$ cat src/rtl/mod_n_digit_counter.sv
// Cascaded mod-MODULUS digit counter with +1/+2/-1 steps, range-checked parallel load,
// and registered overflow/underflow and load-error pulses.
module mod_n_digit_counter #(
  parameter int unsigned MODULUS = 10,
  parameter int unsigned WIDTH   = 4,
  parameter int unsigned DIGITS  = 2
) (
  input  logic                      clk_i,
  input  logic                      rst_ni,
  input  logic                      en_i,
  input  logic [1:0]                mode_i,
  input  logic                      load_i,
  input  logic [DIGITS*WIDTH-1:0]   load_value_i,
  output logic [DIGITS*WIDTH-1:0]   count_o,
  output logic                      wrap_o,
  output logic                      load_err_o
);

  if (MODULUS < 2 || MODULUS > 16 || DIGITS < 1 || DIGITS > 8 ||
      (64'(1) << WIDTH) < 64'(MODULUS)) begin : gen_bad_params
    $error("mod_n_digit_counter: illegal MODULUS/WIDTH/DIGITS combination");
  end

  localparam logic [WIDTH:0]   ModW     = (WIDTH+1)'(MODULUS);
  localparam logic [WIDTH-1:0] MaxDigit = WIDTH'(MODULUS - 1);

  typedef enum logic [1:0] {
    ModeHold = 2'b00,
    ModeInc1 = 2'b01,
    ModeInc2 = 2'b10,
    ModeDec  = 2'b11
  } mode_e;

  mode_e mode;
  assign mode = mode_e'(mode_i);

  logic [DIGITS*WIDTH-1:0] count_q, count_d;
  logic                    wrap_q, wrap_d;
  logic                    load_err_q, load_err_d;
  logic [WIDTH-1:0]        digit;
  logic [WIDTH:0]          sum;
  logic [WIDTH:0]          ripple;

  always_comb begin
    count_d    = count_q;
    wrap_d     = 1'b0;
    load_err_d = 1'b0;
    digit      = '0;
    sum        = '0;
    ripple     = '0;
    if (load_i) begin
      for (int k = 0; k < DIGITS; k++) begin
        digit = load_value_i[k*WIDTH +: WIDTH];
        if ({1'b0, digit} < ModW) begin
          count_d[k*WIDTH +: WIDTH] = digit;
        end else begin
          count_d[k*WIDTH +: WIDTH] = '0;
          load_err_d                = 1'b1;
        end
      end
    end else if (en_i && mode != ModeHold) begin
      // Digit 0 receives the step itself; every higher digit only a 0/1 carry or borrow.
      ripple = (mode == ModeInc2) ? (WIDTH+1)'(2) : (WIDTH+1)'(1);
      for (int k = 0; k < DIGITS; k++) begin
        digit = count_q[k*WIDTH +: WIDTH];
        if (mode == ModeDec) begin
          if (ripple != '0 && digit == '0) begin
            count_d[k*WIDTH +: WIDTH] = MaxDigit;
            ripple                    = (WIDTH+1)'(1);
          end else begin
            count_d[k*WIDTH +: WIDTH] = digit - ripple[WIDTH-1:0];
            ripple                    = '0;
          end
        end else begin
          sum = {1'b0, digit} + ripple;
          if (sum >= ModW) begin
            sum    = sum - ModW;
            ripple = (WIDTH+1)'(1);
          end else begin
            ripple = '0;
          end
          count_d[k*WIDTH +: WIDTH] = sum[WIDTH-1:0];
        end
      end
      wrap_d = ripple[0];
    end
  end

  always_ff @(posedge clk_i or negedge rst_ni) begin
    if (!rst_ni) begin
      count_q    <= '0;
      wrap_q     <= 1'b0;
      load_err_q <= 1'b0;
    end else begin
      count_q    <= count_d;
      wrap_q     <= wrap_d;
      load_err_q <= load_err_d;
    end
  end

  assign count_o    = count_q;
  assign wrap_o     = wrap_q;
  assign load_err_o = load_err_q;

endmodule
$ cat config.mk
export PLATFORM = sky130hd
export DESIGN_NAME = mod_n_digit_counter
export DESIGN_NICKNAME = d
export VERILOG_FILES = /design/src/rtl/mod_n_digit_counter.sv
export SDC_FILE = /design/constraint.sdc
export NUM_CORES = 1
export LEC_CHECK = 0
export BUFFER_PORTS_ARGS = -buffer_cell sky130_fd_sc_hd__buf_2
export CAP_MARGIN = 20
export CORE_MARGIN = 2
export CORE_UTILIZATION = 40
export CTS_CLUSTER_SIZE = 28
export DETAILED_ROUTE_END_ITERATION = 7
export GPL_TIMING_DRIVEN = 1
export SETUP_SLACK_MARGIN = 0.05
export SLEW_MARGIN = 5
export SYNTH_ARGS = -nofsm -noshare
export SYNTH_HDL_FRONTEND = slang
export SYNTH_SLANG_ARGS = --single-unit
export TNS_END_PERCENT = 5
$ cat constraint.sdc
create_clock -name clk_i -period 9.1 [get_ports clk_i]
set_input_delay 0.91 -clock clk_i [delete_from_list [all_inputs] [get_ports clk_i]]
set_output_delay 0.91 -clock clk_i [all_outputs]
set_load 0.05 [all_outputs]
==> metrics.md <==
| Metric | Value |
|---|---|
| Die Ht | 59.31 microns |
| Share of post-route cells with drive strength above 1 | 0.1802 |
| Clock power share | 0.120 |
| Worst endpoint required time | 9.24 ns |
| Final RePlAce weighted congestion | 0.7931 |
| Critical Path Start | mode_i[0] |
| Mapped Nets | 180 |
| Max frequency | 198.1 MHz |
| Final min period | 5.048 ns |
| WP data arrival | 5.19 ns |
| Post-CTS Hold Fix Bufs | 0 |
| WS Path Type | primary input to flip-flop |
| Final setup skew | 0.0001982 ns |
| Largest net degree at the start of global routing | 23 |
| Cell Area, Synth | 0.001224 sq mm |
| Core ar. | 0.002978 sq mm |
| Synth cell count leaders | a21oi_1 (13), inv_1 (12), nor2_1 (12) |
| Most common cell in the netlist | a21oi_1 |
| Final design utilization | 0.4563 |
| Final setup vio count | 0 |
| YS warnings | 0 |
| Die width | 59.31 microns |
| Final hold violation count | 0 |
| Area grow syn2layout | 11.04% |
| Vias in the first global route | 1100 |
| Hpwl dp | 2.382 mm |
| Combinational Power Share | 0.597 |
| Final wirelength | 3.032 mm |
| Pwr per Cell Area | 178.9 mW/mm^2 |
| R2r setup slk | 4.61 ns |
| Tot GR Track Use | 0.1844 |
| CTS HTree Levels | 1 |
| Sw power | 0.0001222 W |
| Ant diodes | 0 |
| Global-route wire length before repair | 5.023 mm |
| Leak Pwr | 0.6106 nW |
| Final Slew Violations | 0 |
| Pint | 0.0001209 W |
| Grt ovf | 0 |
| Port buffer count | 23 |
| Synth area leader | dfrtp_1 |
| Unrepaired setup endpoints after global routing | no |
| Setup crit end kind | flip-flop |
| Post-Synth Adder-Cell Area | 0.1350 |
| Sequential fraction of the synthesis area | 0.2045 |
| Root Driver | clkbuf_4 |
| # DRC | 0 |
| Antenna violation net count after detailed routing | 0 |
| Total I/O pin count | 24 |
| Slew margin rel. | 0.6485 |
| Post-Synth XOR/XNOR Area | 0.04294 |
| Row cnt | 20 |
| Mux contribution to synthesized area | 0.009202 |
| Worst R2R Start | count_o[0] |
| Initial antenna violation count | 0 |
| Starting density of the core | 0.4109 |
| Worst-skew pair later-pin latency | 0.26 ns |
| Area contributors post-synth | dfrtp_1 (20%), ha_1 (10%), a21oi_1 (5.3%) |
| Vias post-DR | 1214 |
| CTS tree | yes |
| Syn Inst Count | 154 |
| Postcts setup bufs | 0 |
| DRT iter0 DRCs | 108 |
| Peak VDD IR | 0.1036 mV |
| Post-synth top flop | dfrtp_1 |
| Worst r2r dst | count_o[7] |
| Post-synth cell types | 53 |
| Compound-Gate Fraction of Synth Area | 0.3303 |
| Final setup TNS | 0 ns |
| # clock sinks | 10 |
| Top-area cell type share of the netlist area | 0.2045 |
| Max cap viols | 0 |
| Hold slack final | 0.4977 ns |
| Synth Area per Inst | 7.946 sq um |
| Worst-Margin Slew | 0.5271 ns |
| Sw Share | 0.5027 |
| Hold Crit Class | primary input to asynchronous set/reset pin |
| Critical path endpoint | count_o[7] |
| Clock buffer depth | 2 |
| Largest family of logic cells by synthesized area | compound AO/OA/AOI/OAI gates |
| DIE AREA | 0.003518 sq mm |
| Simple-gate share of the synthesized area | 0.2055 |
| Crit-path max FO | 9 |
| R2R cell count | 18 |
| Post-CTS resize count | 0 |
| Period utilization | 0.5547 |
| Status | finished, final reports clean |
| Via-to-Cell Ratio | 5.922 |
| Nets | 200 |
| Number of synthesized register bits | 10 |
| EDFF count, synth | 0 |
| Async SR Flop Fraction | 1.000 |
| Clock transition at the registers of the reported paths | 0.06 ns |
| Seq pwr share | 0.283 |
| CTS buffer count | 3 |
| Avg WL per Cell | 14.79 microns |
| Kind of start point of the critical path | primary input |
| Initial DRT Pass Iterations | 4 |
[critical path, stage by stage]
cell and delay (ns):
buf_2 0.12, nand2b_1 0.23, ha_1 0.27, fa_1 0.43, xnor2_1 0.26, ha_1 0.26, inv_1 0.09, a31oi_1 0.14
a21oi_1 0.07, nor2_1 0.15, a21oi_1 0.13, ha_1 0.24, ha_1 0.25, xnor2_1 0.21, ha_1 0.34, nor2b_1 0.07
mux2_1 0.29, a211oi_1 0.29, a2111oi_2 0.09, a311o_1 0.33
[cell families (layout without fill, tap and decap cells)]
family | Yosys count | in the layout
mux | 1 | 1
compound gates | 59 | 59
xor+xnor | 6 | 6
fa+ha+maj | 12 | 12
simple gates | 46 | 46
buf+inv | 20 | 38
flops | 10 | 10
[metal layers]
layer	GRT usage	wire [microns]
met3	0.04148	117
met2	0.3093	1556
met5	0	0
met1	0.2447	1337
met4	0.02922	21
[cells in the final DEF, fill, tap and decap left out, drive strengths merged, types with 6 or more instances in the layout]
cell type   n
a21oi      13
buf        23
dfrtp      10
ha         10
inv        12
nand2       9
nand3       7
nor2       12
o211ai      6
o21ai      15
[power by group through the flow]
stage | registers, W | clock network, W | logic [W]
global route | 0.0000711 | 0.0000331 | 0.000163
detailed placement | 0.0000701 | 0 | 0.000145
floorplan | 0.0000832 | 0 | 0.0000975
finish | 0.0000688 | 0.0000292 | 0.000145
global placement | 0.0000699 | 0 | 0.000142
CTS | 0.0000692 | 0.0000310 | 0.000145
[sequential cells by signal, summed over array words and instances, names as in the netlist]
signal / cells
count_o: 8
load_err_o: 1
wrap_o: 1
[how the worst min path moves through the flow]
stage | endpoint | slack (ns) | depth (start not counted)
finish | wrap_o | 0.50 | 1
floorplan | count_o[0] | 0.61 | 0
CTS | wrap_o | 0.50 | 1
detailed placement | count_o[4] | 0.71 | 2
global route | load_err_o | 0.50 | 1
global placement | count_o[4] | 0.67 | 2
[through the flow]
| step | total power, W | cells | area (sq um) | worst slack (ns) |
|---|---|---|---|---|
| 2_1_floorplan | 0.0001807 | 154 | 1224 | 4.269 |
| 3_3_place_gp | 0.0002118 | 202 | 1336 | 3.930 |
| 3_5_place_dp | 0.0002148 | 202 | 1336 | 3.816 |
| 4_1_cts | 0.0002454 | 205 | 1359 | 4.072 |
| 5_1_grt | 0.0002670 | 205 | 1359 | 3.709 |
| 6_report | 0.0002431 | 205 | 1359 | 4.052 |
[layout make-up]
class                      instances  area [sq um]
fill                             312          1619
multi-input combinational        124         884.6
sequential                        10         250.2
timing repair buffer              23         115.1
inverter                          12         45.04
tap                               33         41.29
clock buffer                       3         22.52
Note: power is estimated with default switching activity, not from simulation.
